<file path="config.mk">
export PLATFORM = sky130hd
export DESIGN_NAME = axis_status_pio
export DESIGN_NICKNAME = d
export VERILOG_FILES = /design/src/rtl/axis_status_pio_pkg.sv /design/src/rtl/axis_status_filt.sv /design/src/rtl/axis_status_pio.sv
export SDC_FILE = /design/constraint.sdc
export NUM_CORES = 1
export LEC_CHECK = 0
export CAP_MARGIN = 20
export CORE_MARGIN = 2
export CORE_UTILIZATION = 59
export DETAILED_ROUTE_END_ITERATION = 6
export PLACE_DENSITY = 0.87
export SLEW_MARGIN = 10
export SYNTH_ARGS = -nofsm -noshare
export SYNTH_HDL_FRONTEND = slang
export SYNTH_HIERARCHICAL = 1
export SYNTH_SLANG_ARGS = --single-unit
</file>
<file path="constraint.sdc">
create_clock -name clk -period 4.3 [get_ports clk]
set_clock_uncertainty 0.05 [all_clocks]
set_input_delay 0.43 -clock clk [delete_from_list [all_inputs] [get_ports clk]]
set_output_delay 0.43 -clock clk [all_outputs]
set_load 0.03 [all_outputs]
</file>
<file path="src/rtl/axis_status_pio_pkg.sv">
// Shared constants for the axis status PIO: register map and edge-type encodings.
package axis_status_pio_pkg;

    localparam logic [1:0] ADDR_DATA = 2'd0;
    localparam logic [1:0] ADDR_MASK = 2'd1;
    localparam logic [1:0] ADDR_EDGE = 2'd2;
    localparam logic [1:0] ADDR_FILT = 2'd3;

    localparam int EDGE_RISE = 0;
    localparam int EDGE_FALL = 1;
    localparam int EDGE_ANY  = 2;

endpackage

</file>
<file path="src/rtl/axis_status_filt.sv">
// One status bit: 2-flop synchronizer followed by a consecutive-cycle glitch filter.
module axis_status_filt #(
    parameter int FILT_W = 4
) (
    input  logic              clk,
    input  logic              reset_n,
    input  logic              in_bit,
    input  logic [FILT_W-1:0] filt_len,
    input  logic              cnt_clr,
    output logic              filt_out
);

    logic              sync1_q, sync1_d;
    logic              sync2_q, sync2_d;
    logic              filt_q, filt_d;
    logic [FILT_W-1:0] cnt_q, cnt_d;
    logic [FILT_W:0]   cnt_next;

    always_ff @(posedge clk or negedge reset_n) begin
        if (!reset_n) begin
            sync1_q <= 1'b0;
            sync2_q <= 1'b0;
            filt_q  <= 1'b0;
            cnt_q   <= '0;
        end else begin
            sync1_q <= sync1_d;
            sync2_q <= sync2_d;
            filt_q  <= filt_d;
            cnt_q   <= cnt_d;
        end
    end

    always_comb begin
        sync1_d  = in_bit;
        sync2_d  = sync1_q;
        filt_d   = filt_q;
        cnt_d    = cnt_q;
        cnt_next = {1'b0, cnt_q} + 1'b1;
        // In bypass the filtered flop still tracks, so re-enabling the filter causes no false change.
        if (filt_len == '0) begin
            filt_d = sync2_q;
            cnt_d  = '0;
        end else if (cnt_clr || (sync2_q == filt_q)) begin
            cnt_d = '0;
        end else if (cnt_next >= {1'b0, filt_len}) begin
            filt_d = sync2_q;
            cnt_d  = '0;
        end else begin
            cnt_d = cnt_next[FILT_W-1:0];
        end
    end

    assign filt_out = (filt_len == '0) ? sync2_q : filt_q;

endmodule

</file>
<file path="src/rtl/axis_status_pio.sv">
// Axis status PIO: filtered status inputs, edge capture with write-1-to-clear, masked level irq.
module axis_status_pio
    import axis_status_pio_pkg::*;
#(
    parameter int WIDTH     = 4,
    parameter int EDGE_TYPE = 0,
    parameter int FILT_W    = 4
) (
    input  logic             clk,
    input  logic             reset_n,
    input  logic [1:0]       address,
    input  logic             chipselect,
    input  logic             read_n,
    input  logic             write_n,
    input  logic [WIDTH-1:0] writedata,
    input  logic [WIDTH-1:0] in_port,
    output logic [WIDTH-1:0] readdata,
    output logic             irq
);

    logic              wr_en, rd_en, filt_wr;
    logic [WIDTH-1:0]  filt_val;
    logic [WIDTH-1:0]  edge_det;
    logic [WIDTH-1:0]  edge_clr;
    logic [WIDTH-1:0]  rd_mux;
    logic [WIDTH-1:0]  filt_len_rd;
    logic [FILT_W-1:0] filt_len_wr;

    logic [WIDTH-1:0]  filt_dly_q, filt_dly_d;
    logic [WIDTH-1:0]  edge_q, edge_d;
    logic [WIDTH-1:0]  edge_cap_q, edge_cap_d;
    logic [WIDTH-1:0]  irq_mask_q, irq_mask_d;
    logic [FILT_W-1:0] filt_len_q, filt_len_d;
    logic [WIDTH-1:0]  readdata_q, readdata_d;

    assign wr_en   = chipselect & ~write_n;
    assign rd_en   = chipselect & ~read_n;
    assign filt_wr = wr_en && (address == ADDR_FILT);

    for (genvar i = 0; i < WIDTH; i++) begin : g_filt
        axis_status_filt #(.FILT_W(FILT_W)) u_filt (
            .clk      (clk),
            .reset_n  (reset_n),
            .in_bit   (in_port[i]),
            .filt_len (filt_len_q),
            .cnt_clr  (filt_wr),
            .filt_out (filt_val[i])
        );
    end

    // Map filt_len between the WIDTH-bit bus and the FILT_W-bit register.
    if (FILT_W >= WIDTH) begin : g_len_wide
        assign filt_len_rd = filt_len_q[WIDTH-1:0];
        assign filt_len_wr = {{(FILT_W-WIDTH){1'b0}}, writedata};
    end else begin : g_len_narrow
        assign filt_len_rd = {{(WIDTH-FILT_W){1'b0}}, filt_len_q};
        assign filt_len_wr = writedata[FILT_W-1:0];
    end

    always_ff @(posedge clk or negedge reset_n) begin
        if (!reset_n) begin
            filt_dly_q <= '0;
            edge_q     <= '0;
            edge_cap_q <= '0;
            irq_mask_q <= '0;
            filt_len_q <= '0;
            readdata_q <= '0;
        end else begin
            filt_dly_q <= filt_dly_d;
            edge_q     <= edge_d;
            edge_cap_q <= edge_cap_d;
            irq_mask_q <= irq_mask_d;
            filt_len_q <= filt_len_d;
            readdata_q <= readdata_d;
        end
    end

    always_comb begin
        case (EDGE_TYPE)
            EDGE_FALL: edge_det = ~filt_val & filt_dly_q;
            EDGE_ANY:  edge_det = filt_val ^ filt_dly_q;
            default:   edge_det = filt_val & ~filt_dly_q;
        endcase
    end

    always_comb begin
        edge_clr   = (wr_en && (address == ADDR_EDGE)) ? writedata : '0;
        filt_dly_d = filt_val;
        edge_d     = edge_det;
        // Set is OR-ed in after the clear so a coincident edge wins.
        edge_cap_d = (edge_cap_q & ~edge_clr) | edge_q;
        irq_mask_d = (wr_en && (address == ADDR_MASK)) ? writedata : irq_mask_q;
        filt_len_d = filt_wr ? filt_len_wr : filt_len_q;
    end

    always_comb begin
        case (address)
            ADDR_DATA: rd_mux = filt_val;
            ADDR_MASK: rd_mux = irq_mask_q;
            ADDR_EDGE: rd_mux = edge_cap_q;
            default:   rd_mux = filt_len_rd;
        endcase
        readdata_d = rd_en ? rd_mux : readdata_q;
    end

    assign readdata = readdata_q;
    assign irq      = |(edge_cap_q & irq_mask_q);

endmodule

</file>
Word-level counts from Yosys, hierarchy flattened
Cells that the tools add are included.
{"block": "op_classes", "eq_ne": 11, "n_addsub": 4, "bitwise_logic": 10, "magnitude_cmp": 4, "reduce_logical": 18, "muxes": 30}
{"operator": "2-to-1 mux 4 bit", "count": 13}
{"operator": "adder 4 x 1 -> 5 bit, second input constant", "count": 4}
{"operator": "greater-or-equal comparator 5 x 4 -> 1 bit", "count": 4}
{"operator": "2-to-1 mux 1 bit", "count": 16}
{"operator": "bitwise AND 4 bit", "count": 3}
{"operator": "one-hot mux 4 bit (3 select lines)", "count": 1}
{"operator": "inequality test 2 bit, second input constant", "count": 4}
{"operator": "inverter 4 bit", "count": 2}
{"operator": "AND reduction 2 bit", "count": 4}
{"operator": "nonzero test 2 bit", "count": 4}
{"operator": "equality test 1 bit", "count": 4}
{"operator": "equality test 2 bit, second input constant", "count": 2}
{"operator": "logical NOT 4 bit", "count": 1}
{"operator": "logical OR 1 bit", "count": 4}
{"operator": "bitwise OR 4 bit", "count": 1}
{"operator": "OR reduction 4 bit", "count": 1}
{"operator": "logical AND 1 bit", "count": 3}
{"operator": "bitwise AND 1 bit", "count": 2}
{"operator": "equality test 2 x 1 -> 1 bit, second input constant", "count": 1}
{"operator": "logical NOT 2 bit", "count": 1}
{"operator": "inverter 1 bit", "count": 2}
{"block": "totals", "inputBits": 15, "regBits": 52, "output_inout_bits": 5, "elab_cells": 99}

Depth between registers and ports, before layout
Gate-level depths: netlist of the first run.
{"block": "logic_depth", "word_depth": 7, "mapped_depth": 7, "ltp_nobuf": 7}

Hierarchy
Netlist of the first run, hierarchy kept.
{"module": "axis_status_filt", "area_each_um2": 410.4, "cells_per_inst": 37, "seq_area_each_um2": 175.2, "instances": 4}
{"module": "axis_status_pio", "area_each_um2": 980.9, "cells_per_inst": 62, "seq_area_each_um2": 600.6, "instances": 1}

Least setup slack after synthesis of the first run
Ideal clock, no wire load.
{"block": "synth_path", "kind": "register to register", "startpoint": "reg filt_len_q[1]", "endpoint": "reg readdata_q[0], in the netlist readdata[0]", "path_buffers": 0, "stages_incl_launch_ff": 5, "synth_period_minus_slack_ns": 2.106, "arrival_time_ns": 1.932, "slack_ns": 2.194, "setup_ns": 0.125, "required_time_ns": 4.125, "path_cell_list": "dfrtp_1 -> or4_4 -> a21o_2 -> mux4_2 -> mux2_2"}
{"block": "synth_via", "elab_chain_len": 3}
{"element": "start: declaration", "line": "axis_status_pio.sv:33", "text": "logic [FILT_W-1:0] filt_len_q, filt_len_d;"}
{"element": "start signal: assignment", "line": "axis_status_pio.sv:73", "text": "filt_len_q <= filt_len_d;"}
{"element": "logical NOT 4 bit", "line": "axis_status_filt.sv:53", "text": "assign filt_out = (filt_len == '0) ? sync2_q : filt_q;"}
{"element": "2-to-1 mux 1 bit", "line": "axis_status_filt.sv:53"}
{"element": "via filt_dly_d[0]", "line": "axis_status_pio.sv:29", "text": "logic [WIDTH-1:0] filt_dly_q, filt_dly_d;"}
{"element": "one-hot mux 4 bit (3 select lines)", "line": "axis_status_pio.sv:97", "text": "case (address)"}
{"element": "end signal: assignment", "line": "axis_status_pio.sv:74", "text": "readdata_q <= readdata_d;"}
{"element": "end: declaration", "line": "axis_status_pio.sv:34", "text": "logic [WIDTH-1:0] readdata_q, readdata_d;"}
The timed path passes the listed nets, and every way through them passes these cells.
A chain may end at the register's enable or synchronous reset.

Worst setup path in the final report of the first run
{"block": "layout_path", "startpoint": "in address[0]", "endpoint": "reg g_filt[0].u_filt.filt_q"}
{"block": "layout_via", "elab_chain_len": 5}
{"element": "start: declaration", "line": "axis_status_pio.sv:11", "text": "input logic [1:0] address,"}
{"element": "equality test 2 bit", "line": "axis_status_pio.sv:38", "text": "assign filt_wr = wr_en && (address == ADDR_FILT);"}
{"element": "logical AND 1 bit", "line": "axis_status_pio.sv:38"}
{"element": "via filt_wr", "line": "axis_status_pio.sv:21", "text": "logic wr_en, rd_en, filt_wr;"}
{"element": "logical OR 1 bit", "line": "axis_status_filt.sv:43", "text": "end else if (cnt_clr || (sync2_q == filt_q)) begin"}
{"element": "inequality test 2 bit (no line)"}
{"element": "AND reduction 2 bit (no line)"}
{"element": "end signal: assignment", "line": "axis_status_filt.sv:28", "text": "filt_q <= filt_d;"}
{"element": "end: declaration", "line": "axis_status_filt.sv:15", "text": "logic filt_q, filt_d;"}
The timed path passes the listed nets, and every way through them passes these cells.

==> impl_metrics.prom, run 1 <==
# TYPE chip_impl_metric gauge
chip_impl_metric{name="drtIter0Drc",unit=""} 117
chip_impl_info{name="status",value="finished, final reports clean"} 1
chip_impl_metric{name="share_of_cells_above_drive_strength_1",unit=""} 0.1653
chip_impl_metric{name="synth_warnings",unit=""} 6
chip_impl_metric{name="worst_slew_pin_slew",unit="ns"} 0.8925
chip_impl_metric{name="dp.final_hpwl",unit="µm"} 3512
chip_impl_info{name="netlist_top_cells_area",value="sky130_fd_sc_hd__dfrtp_1 (50%), sky130_fd_sc_hd__ha_1 (9.5%), sky130_fd_sc_hd__mux2_2 (5.2%), sky130_fd_sc_hd__mux4_2 (3.4%), sky130_fd_sc_hd__nor3b_1 (3.4%)"} 1
chip_impl_metric{name="place_congestion",unit=""} 0.8061
chip_impl_metric{name="met1_track_demand_over_resource",unit=""} 0.3009
chip_impl_metric{name="fin_nets",unit=""} 270
chip_impl_metric{name="groute.layer.met3.usage",unit=""} 0.03704
chip_impl_metric{name="cts_inserted_buffers",unit=""} 5
chip_impl_metric{name="die_w",unit="µm"} 70.67
chip_impl_metric{name="floorplan.io_pins",unit=""} 20
chip_impl_metric{name="start_util",unit=""} 0.6065
chip_impl_info{name="setup.worst_path.class",value="input pin to register"} 1
chip_impl_metric{name="n_antenna_cell",unit=""} 0
chip_impl_metric{name="cts_htree_levels",unit=""} 2
chip_impl_metric{name="first_pass_iters",unit=""} 4
chip_impl_metric{name="synth.top_cell.area_share",unit=""} 0.4962
chip_impl_metric{name="number_of_global_route_vias_before_repair",unit=""} 1783
chip_impl_metric{name="design.die.area",unit="mm²"} 0.004994
chip_impl_metric{name="core.rowCount",unit=""} 24
chip_impl_info{name="grt_setup_unrepaired",value="false"} 1
chip_impl_metric{name="critical_path_required",unit="ns"} 4.44
chip_impl_info{name="worst_hold_path_type",value="input pin to asynchronous set/reset pin"} 1
chip_impl_metric{name="place_inst",unit=""} 280
chip_impl_metric{name="max-vdd-ir-drop",unit="µV"} 350.6
chip_impl_metric{name="wl_per_cell",unit="µm"} 17.52
chip_impl_metric{name="post-route-period-util",unit=""} 0.6075
chip_impl_metric{name="setup_viol",unit=""} 0
chip_impl_info{name="crit_path_top_delay_cell",value="sky130_fd_sc_hd__inv_1"} 1
chip_impl_metric{name="power.net_switching",unit="µW"} 593.2
chip_impl_metric{name="post_cts_resized",unit=""} 0
chip_impl_metric{name="reg2reg_setup_slack",unit="ns"} 1.98
chip_impl_metric{name="power_frac_clock",unit=""} 0.173
chip_impl_metric{name="fin_cells",unit=""} 288
chip_impl_info{name="netlist_top_cells_count",value="sky130_fd_sc_hd__dfrtp_1 (52), sky130_fd_sc_hd__ha_1 (20), sky130_fd_sc_hd__inv_1 (17)"} 1
chip_impl_metric{name="layout-area-overhead-vs-synth",unit="%"} 12.50
chip_impl_metric{name="post-route-min-period",unit="ns"} 2.612
chip_impl_metric{name="synthesis.area",unit="mm²"} 0.002623
chip_impl_metric{name="post_synth.cell_area_avg",unit="µm²"} 12.49
chip_impl_metric{name="reg2regPathDepth",unit=""} 4
chip_impl_metric{name="initial_antenna_violation_count",unit=""} 0
chip_impl_info{name="path_cells",value="clkdlybuf4s50_1 -> nand4b_1 -> inv_1 -> nor3_1 -> a311oi_2 -> nand3_1"} 1
chip_impl_metric{name="num_vias",unit=""} 1819
chip_impl_info{name="critical_path.endpoint_type",value="register"} 1
chip_impl_metric{name="report.final.hold_viol_count",unit=""} 0
chip_impl_metric{name="wirelength",unit="µm"} 5045
chip_impl_metric{name="internal_power",unit="mW"} 1.057
chip_impl_info{name="synth_most_common_cell",value="sky130_fd_sc_hd__dfrtp_1"} 1
chip_impl_metric{name="fp.coreArea",unit="mm²"} 0.004324
chip_impl_metric{name="critPathMaxStageDelay",unit="ns"} 0.75
chip_impl_metric{name="viasPerCell",unit=""} 6.316
chip_impl_metric{name="clock_sinks",unit=""} 52
chip_impl_metric{name="synth.lib_cells_used.distinct",unit=""} 28
chip_impl_metric{name="synth.ff_latch_count",unit=""} 52
chip_impl_metric{name="clk_lat_worst_skew",unit="ns"} 0.31
chip_impl_metric{name="grt_start_max_net_pins",unit=""} 53
chip_impl_info{name="r2r-end",value="readdata[1]$_DFFE_PN0P_"} 1
chip_impl_metric{name="fill_cells",unit=""} 319
chip_impl_metric{name="timing_max_transition_violations_final",unit=""} 0
chip_impl_metric{name="netlist_instances",unit=""} 210
chip_impl_metric{name="use_met2",unit=""} 0.3679
chip_impl_info{name="startpoint_type_of_the_worst_setup_path",value="input pin"} 1
chip_impl_metric{name="sequentialPowerShare",unit=""} 0.461
chip_impl_metric{name="async_reset_ff_frac",unit=""} 1.000
chip_impl_info{name="dominantRegCellSynth",value="sky130_fd_sc_hd__dfrtp_1"} 1
chip_impl_metric{name="max_slew_margin",unit=""} 0.4044
chip_impl_metric{name="buffer_ports.inserted",unit=""} 19
chip_impl_metric{name="number_of_synthesized_flops_with_an_enable_pin",unit=""} 0
chip_impl_metric{name="cp.arrival",unit="ns"} 2.75
chip_impl_metric{name="worst_setup_hold_path_clk_slew",unit="ns"} 0.09
chip_impl_metric{name="power_switching_share",unit=""} 0.3596
chip_impl_metric{name="critPathMaxFanout",unit=""} 28
chip_impl_metric{name="max_clock_buf_depth",unit=""} 2
chip_impl_metric{name="power.static_leakage",unit="nW"} 1.353
chip_impl_metric{name="post-route-drc-count",unit=""} 0
chip_impl_metric{name="yosysSeqAreaShare",unit=""} 0.4962
chip_impl_info{name="cts_root_cell",value="sky130_fd_sc_hd__clkbuf_8"} 1
chip_impl_info{name="grt.busiest_layer",value="met2"} 1
chip_impl_metric{name="clock.fmax",unit="MHz"} 382.8
chip_impl_info{name="reg2reg_from",value="filt_len_q[1]$_DFFE_PN0P_"} 1
chip_impl_metric{name="cts.repair_timing.setup_buffer_count",unit=""} 0
chip_impl_metric{name="remaining_antenna_violation_count_after_routing",unit=""} 0
chip_impl_metric{name="floorplan.die.height",unit="µm"} 70.67
chip_impl_info{name="tritoncts",value="done"} 1
chip_impl_metric{name="timing.setup.tns",unit="ns"} 0
chip_impl_metric{name="global_route_wire_length_before_repair",unit="µm"} 8659
chip_impl_metric{name="gr-total-overflow",unit=""} 0
chip_impl_metric{name="post_cts_hold_buffer_count",unit=""} 0
chip_impl_metric{name="postSynthNetCount",unit=""} 245
chip_impl_info{name="synth.largest_area_cell",value="sky130_fd_sc_hd__dfrtp_1"} 1
chip_impl_metric{name="cap_violations",unit=""} 0
chip_impl_metric{name="comb_power_share",unit=""} 0.367
chip_impl_metric{name="power.density",unit="mW/mm²"} 559.2
chip_impl_metric{name="grt_usage",unit=""} 0.2227
[cell families after synthesis]
logic type      after synthesis  synth area share
fa+ha+maj                    20           0.09542
simple gates                 57            0.1407
flops                        52            0.4962
xor+xnor                     12           0.04008
compound gates               34            0.1088
buf+inv                      19           0.03292
mux                          16           0.08588
[placed cells by master, fill, tap and decap left out, drive strengths merged]
cell type | netlist | final
a211oi | 4 | 4
a21o | 8 | 8
a22oi | 2 | 2
a311oi | 4 | 4
a31oi | 4 | 4
and4bb | 2 | 2
buf | 2 | 2
clkbuf | 0 | 6
clkdlybuf4s50 | 0 | 18
clkinv | 0 | 2
dfrtp | 52 | 52
ha | 20 | 20
inv | 17 | 17
mux2 | 12 | 12
mux4 | 4 | 4
nand2 | 5 | 5
nand2b | 5 | 5
nand3 | 8 | 8
nand4b | 1 | 1
nor2 | 4 | 4
nor2b | 4 | 4
nor3 | 8 | 8
nor3b | 12 | 12
o2111ai | 8 | 8
o21ai | 4 | 4
or4 | 8 | 8
xnor2 | 4 | 4
xor2 | 8 | 8
[through the flow]
step | instance area [µm²] | power (mW) | hold WS, ns | utilization | worst slack, ns
2_1_floorplan | 2623 | 1.172 | 0.08441 | - | 2.194
3_3_place_gp | 2858 | 1.331 | 0.2843 | 0.6609 | 1.614
3_5_place_dp | 2858 | 1.371 | 0.2847 | 0.6609 | 1.488
4_1_cts | 2950 | 1.655 | 0.1933 | 0.6823 | 1.728
5_1_grt | 2950 | 1.777 | 0.2258 | 0.6823 | 1.573
6_report | 2950 | 1.650 | 0.1647 | 0.6823 | 1.688
[metal layers]
| metal | wire length (µm) | part of all wire |
|---|---|---|
| met5 | 0 | 0 |
| met4 | 100 | 0.020 |
| met3 | 153 | 0.030 |
| met2 | 2562 | 0.51 |
| met1 | 2228 | 0.44 |
[power groups by stage]
| stage | Sequential [mW] | Combinational [mW] | Clock [mW] |
|---|---|---|---|
| after global placement | 0.758 | 0.573 | 0 |
| final | 0.760 | 0.605 | 0.285 |
| after floorplan | 0.760 | 0.412 | 0 |
| after CTS | 0.758 | 0.608 | 0.290 |
| after global routing | 0.782 | 0.680 | 0.316 |
| after detailed placement | 0.766 | 0.605 | 0 |
[worst max-delay path, delay by kind of cell]
family / cells / cell delay, ns
buffers and inverters: 2 / 1.43
AOI/OAI and AO/OA: 1 / 0.26
and+or+nand+nor: 3 / 0.63
[how the worst max path moves through the flow]
stage                                                endpoint  slack, ns                       from
after floorplan                       readdata[0]$_DFFE_PN0P_       2.19  filt_len_q[1]$_DFFE_PN0P_
after global placement    g_filt[1].u_filt/filt_q$_DFFE_PN0P_       1.61                 address[0]
after detailed placement  g_filt[0].u_filt/filt_q$_DFFE_PN0P_       1.49                 address[0]
after CTS                 g_filt[0].u_filt/filt_q$_DFFE_PN0P_       1.73                 address[0]
after global routing      g_filt[0].u_filt/filt_q$_DFFE_PN0P_       1.57                 address[0]
final                     g_filt[0].u_filt/filt_q$_DFFE_PN0P_       1.69                 address[0]
[state kept, by name, indices dropped and copies added, names as in the netlist]
register and flops:
g_filt.u_filt/cnt_q 16, edge_cap_q 4, edge_q 4, filt_dly_q 4, filt_len_q 4, g_filt.u_filt/filt_q 4
g_filt.u_filt/sync1_q 4, g_filt.u_filt/sync2_q 4, irq_mask_q 4, readdata 4
[area by class of cell]
| cell class | instances | area [µm²] | share of cell area |
|---|---|---|---|
| sequential | 52 | 1301 | 0.4411 |
| multi-input combinational | 139 | 1235 | 0.4186 |
| timing repair buffer | 20 | 192.7 | 0.06531 |
| clock buffer | 6 | 82.58 | 0.02799 |
| tap | 52 | 65.06 | 0.02205 |
| inverter | 17 | 63.81 | 0.02163 |
| clock inverter | 2 | 10.01 | 0.003393 |
Power figures use the tool's default switching activity.
==> inputs of run 2 (changes only) <==
CORE_UTILIZATION = 52   (was 59)
PLACE_DENSITY = 0.82   (was 0.87)
clock period = 2.4 ns   (was 4.3 ns; I/O delays follow)
==> impl_metrics.prom, run 2 (synthesized netlist as in run 1, its figures left out) <==
# TYPE chip_impl_metric gauge
chip_impl_metric{name="layout-area-overhead-vs-synth",unit="%"} 16.41
chip_impl_metric{name="clock_sinks",unit=""} 52
chip_impl_metric{name="post_cts_hold_buffer_count",unit=""} 1
chip_impl_metric{name="met3_length",unit="µm"} 127
chip_impl_info{name="reg2reg_from",value="filt_len_q[1]$_DFFE_PN0P_"} 1
chip_impl_metric{name="setup_viol",unit=""} 0
chip_impl_metric{name="wirelength",unit="µm"} 4959
chip_impl_info{name="path_cells",value="or4_4 -> a21o_2 -> mux4_2 -> mux2_2"} 1
chip_impl_metric{name="dp.final_hpwl",unit="µm"} 3627
chip_impl_metric{name="fin_nets",unit=""} 277
chip_impl_info{name="layout_common_cells",value="sky130_fd_sc_hd__dfrtp_1 (52), sky130_fd_sc_hd__ha_1 (20), sky130_fd_sc_hd__clkdlybuf4s50_1 (18)"} 1
chip_impl_metric{name="wl_met1",unit="µm"} 2256
chip_impl_metric{name="cp.arrival",unit="ns"} 2.39
chip_impl_metric{name="cap_violations",unit=""} 0
chip_impl_metric{name="placement.cell_area",unit="mm²"} 0.002922
chip_impl_metric{name="post-route-period-util",unit=""} 0.9328
chip_impl_metric{name="number_of_global_route_vias_before_repair",unit=""} 1744
chip_impl_metric{name="largest_reg_flops",unit=""} 16
chip_impl_metric{name="remaining_antenna_violation_count_after_routing",unit=""} 0
chip_impl_metric{name="n_antenna_cell",unit=""} 0
chip_impl_metric{name="cts_htree_levels",unit=""} 2
chip_impl_info{name="setup.worst_path.class",value="register to register"} 1
chip_impl_metric{name="report.final.hold_viol_count",unit=""} 0
chip_impl_metric{name="detailroute.wirelength.met2",unit="µm"} 2502
chip_impl_metric{name="clk_lat_worst_skew",unit="ns"} 0.32
chip_impl_metric{name="fill_cells",unit=""} 373
chip_impl_metric{name="core.rowCount",unit=""} 25
chip_impl_info{name="cp_endpoint",value="readdata[2]$_DFFE_PN0P_"} 1
chip_impl_metric{name="worst_slew_pin_slew",unit="ns"} 0.7585
chip_impl_info{name="largest-register",value="g_filt.u_filt/cnt_q"} 1
chip_impl_metric{name="stdcell_area",unit="mm²"} 0.003053
chip_impl_metric{name="post-route-drc-count",unit=""} 0
chip_impl_metric{name="post-route-min-period",unit="ns"} 2.239
chip_impl_info{name="tritoncts",value="done"} 1
chip_impl_metric{name="timing_max_transition_violations_final",unit=""} 0
chip_impl_metric{name="buffer_ports.inserted",unit=""} 19
chip_impl_info{name="grt_setup_unrepaired",value="false"} 1
chip_impl_metric{name="cts_inserted_buffers",unit=""} 5
chip_impl_metric{name="die_w",unit="µm"} 75.02
chip_impl_metric{name="viasPerCell",unit=""} 5.623
chip_impl_metric{name="max_slew_margin",unit=""} 0.4938
chip_impl_metric{name="critical_path_required",unit="ns"} 2.55
chip_impl_metric{name="power.density",unit="mW/mm²"} 1006
chip_impl_metric{name="design.die.area",unit="mm²"} 0.005627
chip_impl_metric{name="power.static_leakage",unit="nW"} 1.397
chip_impl_metric{name="timing.setup.tns",unit="ns"} 0
chip_impl_info{name="final_common_cell",value="sky130_fd_sc_hd__dfrtp_1"} 1
chip_impl_metric{name="place_congestion",unit=""} 0.7962
chip_impl_info{name="crit_path_top_delay_cell",value="sky130_fd_sc_hd__or4_4"} 1
chip_impl_metric{name="clock.fmax",unit="MHz"} 446.7
chip_impl_metric{name="critPathMaxStageDelay",unit="ns"} 0.61
chip_impl_metric{name="critPathMaxFanout",unit=""} 10
chip_impl_metric{name="grt_start_max_net_pins",unit=""} 28
chip_impl_metric{name="post_cts_resized",unit=""} 0
chip_impl_metric{name="gr-total-overflow",unit=""} 0
chip_impl_metric{name="num_vias",unit=""} 1743
chip_impl_metric{name="max_clock_buf_depth",unit=""} 2
chip_impl_metric{name="first_pass_iters",unit=""} 4
chip_impl_info{name="beginning_of_the_critical_path",value="filt_len_q[1]$_DFFE_PN0P_"} 1
chip_impl_info{name="startpoint_type_of_the_worst_setup_path",value="register"} 1
chip_impl_info{name="r2r-end",value="readdata[2]$_DFFE_PN0P_"} 1
chip_impl_metric{name="reg2regPathDepth",unit=""} 4
chip_impl_metric{name="fp.coreArea",unit="mm²"} 0.004786
chip_impl_metric{name="cts.repair_timing.setup_buffer_count",unit=""} 0
chip_impl_info{name="top_signal_layer_used",value="met4"} 1
chip_impl_info{name="cts_root_cell",value="sky130_fd_sc_hd__clkbuf_8"} 1
chip_impl_metric{name="initial_antenna_violation_count",unit=""} 0
chip_impl_info{name="status",value="finished, final reports clean"} 1
chip_impl_metric{name="wl_per_cell",unit="µm"} 16.00
chip_impl_metric{name="floorplan.die.height",unit="µm"} 75.02
chip_impl_metric{name="grt_usage",unit=""} 0.1995
chip_impl_metric{name="global_route_wire_length_before_repair",unit="µm"} 8231
chip_impl_metric{name="worst_setup_hold_path_clk_slew",unit="ns"} 0.09
chip_impl_metric{name="max-vdd-ir-drop",unit="µV"} 527.6
chip_impl_metric{name="drtIter0Drc",unit=""} 122
chip_impl_metric{name="reg2reg_setup_slack",unit="ns"} 0.16
chip_impl_info{name="worst_hold_path_type",value="input pin to asynchronous set/reset pin"} 1
chip_impl_metric{name="share_of_cells_above_drive_strength_1",unit=""} 0.1852
chip_impl_info{name="critical_path.endpoint_type",value="register"} 1
chip_impl_metric{name="start_util",unit=""} 0.5480
chip_impl_metric{name="floorplan.io_pins",unit=""} 20
run 2: changes by cell type in the layout (fill, tap and decap cells not counted), sizes merged:
cell	delta
buf	+6
bufinv	+1
clkinv	-1
dlygate4sd3	+1
run 2: per-layer routing:
metal	vias to the layer above	track usage
li1	851	-
met1	865	0.2751
met2	21	0.3148
met3	6	0.04016
met4	0	0.07341
met5	-	0
run 2: cell type report:
cell class,count,area [µm²],share of cell area
multi-input cells,139,1235,0.4045
flip-flops and latches,52,1301,0.4262
clock inverters,2,38.79,0.01270
clock buffers,6,82.58,0.02705
inverters,17,63.81,0.02090
repair buffers,27,247.7,0.08115
well taps,67,83.83,0.02746
run 2: how the worst min path moves through the flow:
stage	startpoint	end	slack, ns	depth (start not counted)
after floorplan	reset_n	edge_cap_q[0]$_DFF_PN0_	-0.11	0
after detailed placement	reset_n	g_filt[1].u_filt/cnt_q[2]$_DFF_PN0_	0.06	1
final	reset_n	g_filt[1].u_filt/cnt_q[2]$_DFF_PN0_	0.25	2
after global placement	reset_n	g_filt[1].u_filt/cnt_q[2]$_DFF_PN0_	0.06	1
after CTS	reset_n	g_filt[1].u_filt/cnt_q[2]$_DFF_PN0_	0.25	2
after global routing	reset_n	g_filt[3].u_filt/cnt_q[2]$_DFF_PN0_	0.28	2
run 2: worst max-delay path, delay by kind of cell, from the launching register on:
kind             cells  cell delay, ns
AO/OA/AOI/OAI        1            0.24
flip-flops           1            0.50
multiplexers         2            0.72
AND/OR/NAND/NOR      1            0.61
run 2: power by group:
group          leakage [nW]  total, mW  switching [mW]  internal [mW]
Clock                0.0614      0.638           0.297          0.341
Sequential            0.640       1.35           0.220           1.13
Combinational         0.696       1.08           0.547          0.535
run 2: through the flow:
stage	std cells	utilization	setup WS (ns)	total power [mW]	hold slack, ns
2_1_floorplan	210	-	0.2936	2.099	-0.1056
3_3_place_gp	301	0.6105	0.2287	2.402	0.05557
3_5_place_dp	301	0.6105	0.1754	2.448	0.05794
4_1_cts	310	0.6379	0.1684	3.090	0.2545
5_1_grt	310	0.6379	0.06525	3.292	0.2754
6_report	310	0.6379	0.1613	3.071	0.2453
==> inputs of run 3 (changes only) <==
CAP_MARGIN = not set   (was 20)
CTS_BUF_LIST = sky130_fd_sc_hd__clkbuf_16   (was not set)
==> impl_metrics.prom, run 3 (synthesized netlist as in run 1, its figures left out) <==
# TYPE chip_impl_metric gauge
chip_impl_info{name="final_common_cell",value="sky130_fd_sc_hd__dfrtp_1"} 1
chip_impl_metric{name="max_slew_margin",unit=""} 0.4825
chip_impl_metric{name="cp.arrival",unit="ns"} 2.37
chip_impl_metric{name="number_of_global_route_vias_before_repair",unit=""} 1784
chip_impl_metric{name="groute.layer.met3.usage",unit=""} 0.04016
chip_impl_metric{name="grt_usage",unit=""} 0.2007
chip_impl_metric{name="timing.setup.tns",unit="ns"} 0
chip_impl_metric{name="die_w",unit="µm"} 75.02
chip_impl_info{name="cp_top_family",value="multiplexers"} 1
chip_impl_metric{name="post-route-drc-count",unit=""} 0
chip_impl_metric{name="critPathMaxFanout",unit=""} 10
chip_impl_info{name="startpoint_type_of_the_worst_setup_path",value="register"} 1
chip_impl_metric{name="grt_start_max_net_pins",unit=""} 28
chip_impl_metric{name="critPathMaxStageDelay",unit="ns"} 0.61
chip_impl_metric{name="buffer_ports.inserted",unit=""} 19
chip_impl_metric{name="cts_htree_levels",unit=""} 2
chip_impl_info{name="status",value="finished, final reports clean"} 1
chip_impl_info{name="worst_hold_path_type",value="input pin to asynchronous set/reset pin"} 1
chip_impl_metric{name="post_cts_resized",unit=""} 0
chip_impl_metric{name="max_clock_buf_depth",unit=""} 2
chip_impl_metric{name="met1_track_demand_over_resource",unit=""} 0.2682
chip_impl_metric{name="fp.coreArea",unit="mm²"} 0.004786
chip_impl_metric{name="start_util",unit=""} 0.5480
chip_impl_metric{name="fin_hold_ws",unit="ns"} 0.2799
chip_impl_info{name="setup.worst_path.class",value="register to register"} 1
chip_impl_metric{name="design.die.area",unit="mm²"} 0.005627
chip_impl_info{name="beginning_of_the_critical_path",value="filt_len_q[1]$_DFFE_PN0P_"} 1
chip_impl_metric{name="worst_slew_pin_slew",unit="ns"} 0.7753
chip_impl_metric{name="floorplan.die.height",unit="µm"} 75.02
chip_impl_metric{name="viasPerCell",unit=""} 5.742
chip_impl_info{name="largest-register",value="g_filt.u_filt/cnt_q"} 1
chip_impl_metric{name="power.density",unit="mW/mm²"} 1046
chip_impl_metric{name="largest_reg_flops",unit=""} 16
chip_impl_metric{name="clock.fmax",unit="MHz"} 445.3
chip_impl_info{name="grt.busiest_layer",value="met2"} 1
chip_impl_metric{name="core.rowCount",unit=""} 25
chip_impl_metric{name="fill_cells",unit=""} 358
chip_impl_metric{name="floorplan.io_pins",unit=""} 20
chip_impl_metric{name="post-route-min-period",unit="ns"} 2.246
chip_impl_metric{name="num_vias",unit=""} 1780
chip_impl_metric{name="dp.final_hpwl",unit="µm"} 3627
chip_impl_metric{name="place_congestion",unit=""} 0.7962
chip_impl_metric{name="timing_max_transition_violations_final",unit=""} 0
chip_impl_info{name="crit_path_top_delay_cell",value="sky130_fd_sc_hd__or4_4"} 1
chip_impl_metric{name="layout-area-overhead-vs-synth",unit="%"} 18.18
chip_impl_metric{name="cp.buffers_inverters",unit=""} 0
chip_impl_metric{name="clk_lat_worst_skew",unit="ns"} 0.29
chip_impl_info{name="path_cells",value="or4_4 -> a21o_2 -> mux4_2 -> mux2_2"} 1
chip_impl_info{name="layout_common_cells",value="sky130_fd_sc_hd__dfrtp_1 (52), sky130_fd_sc_hd__ha_1 (20), sky130_fd_sc_hd__clkdlybuf4s50_1 (18)"} 1
chip_impl_metric{name="report.final.hold_viol_count",unit=""} 0
chip_impl_info{name="critical_path.endpoint_type",value="register"} 1
chip_impl_metric{name="power.static_leakage",unit="nW"} 1.417
chip_impl_metric{name="remaining_antenna_violation_count_after_routing",unit=""} 0
chip_impl_metric{name="cap_violations",unit=""} 0
chip_impl_metric{name="gr-total-overflow",unit=""} 0
chip_impl_metric{name="first_pass_iters",unit=""} 4
chip_impl_metric{name="drtIter0Drc",unit=""} 56
chip_impl_metric{name="critical_path_required",unit="ns"} 2.52
chip_impl_info{name="grt_setup_unrepaired",value="false"} 1
chip_impl_metric{name="global_route_wire_length_before_repair",unit="µm"} 8349
chip_impl_metric{name="worst_setup_hold_path_clk_slew",unit="ns"} 0.07
chip_impl_metric{name="setup_viol",unit=""} 0
chip_impl_info{name="cts_root_cell",value="sky130_fd_sc_hd__clkbuf_16"} 1
chip_impl_metric{name="fin_nets",unit=""} 277
chip_impl_info{name="reg2reg_from",value="filt_len_q[1]$_DFFE_PN0P_"} 1
chip_impl_metric{name="share_of_cells_above_drive_strength_1",unit=""} 0.1811
chip_impl_metric{name="initial_antenna_violation_count",unit=""} 0
chip_impl_metric{name="wl_per_cell",unit="µm"} 16.19
chip_impl_metric{name="post-route-period-util",unit=""} 0.9358
chip_impl_metric{name="cts_inserted_buffers",unit=""} 5
chip_impl_metric{name="place_inst",unit=""} 301
chip_impl_metric{name="use_met2",unit=""} 0.3304
chip_impl_info{name="tritoncts",value="done"} 1
chip_impl_metric{name="fin_cells",unit=""} 310
chip_impl_metric{name="clock_sinks",unit=""} 52
chip_impl_metric{name="max-vdd-ir-drop",unit="µV"} 625.5
chip_impl_metric{name="n_antenna_cell",unit=""} 0
chip_impl_metric{name="wirelength",unit="µm"} 5018
run 3: changes by cell type in the layout (fill, tap and decap cells not counted), sizes merged:
cell / previous run / this run
clkinv: 1 / 2
clkbuf: 6 / 5
run 3: area by class of cell:
type / count / area, µm² / area share
Clock buffer: 5 / 125.1 / 0.04037
Clock inverter: 3 / 42.54 / 0.01373
Inverter: 17 / 63.81 / 0.02059
Multi-Input combinational cell: 139 / 1235 / 0.3985
Sequential cell: 52 / 1301 / 0.4199
Tap cell: 67 / 83.83 / 0.02705
Timing Repair Buffer: 27 / 247.7 / 0.07994
run 3: where the power goes:
group	switching (mW)	leakage [nW]	internal (mW)
clock	0.308	0.0814	0.490
sequential	0.223	0.640	1.13
combinational	0.552	0.696	0.536
total	1.08	1.42	2.16
run 3: final timing paths:
| kind | to | slack (ns) | cells past startpoint |
|---|---|---|---|
| worst max-delay path | readdata[2]$_DFFE_PN0P_ | 0.15 | 4 |
| max in group asynchronous | filt_len_q[3]$_DFFE_PN0P_ | 1.43 | 3 |
| min in group clk | g_filt[2].u_filt/sync2_q$_DFF_PN0_ | 0.30 | 0 |
| worst min register to register | g_filt[2].u_filt/sync2_q$_DFF_PN0_ | 0.30 | 0 |
| worst min-delay path | g_filt[3].u_filt/cnt_q[2]$_DFF_PN0_ | 0.28 | 2 |
| worst max register to register | readdata[2]$_DFFE_PN0P_ | 0.15 | 4 |
run 3: metal layers:
layer	wire, µm	vias up	share of wire
met4	61	0	0.012
met1	2260	889	0.45
li1	-	851	-
met5	0	-	0
met2	2540	33	0.51
met3	156	7	0.031
run 3: what timing repair did:
action                                  4_1_cts  5_1_grt
hold buffers                                  1        0
endpoints found under the hold margin         8        0
endpoints found under the setup margin        0        0
buffers inserted                              0        0
run 3: stage by stage:
stage               total power [mW]  setup slack (ns)  utilization  cell area (µm²)
floorplan                      2.099            0.2936            -             2623
global placement               2.402            0.2287       0.6105             2922
detailed placement             2.448            0.1754       0.6105             2922
CTS                            3.272            0.1610       0.6476             3099
global route                   3.466            0.1039       0.6476             3099
finish                         3.242            0.1542       0.6476             3099
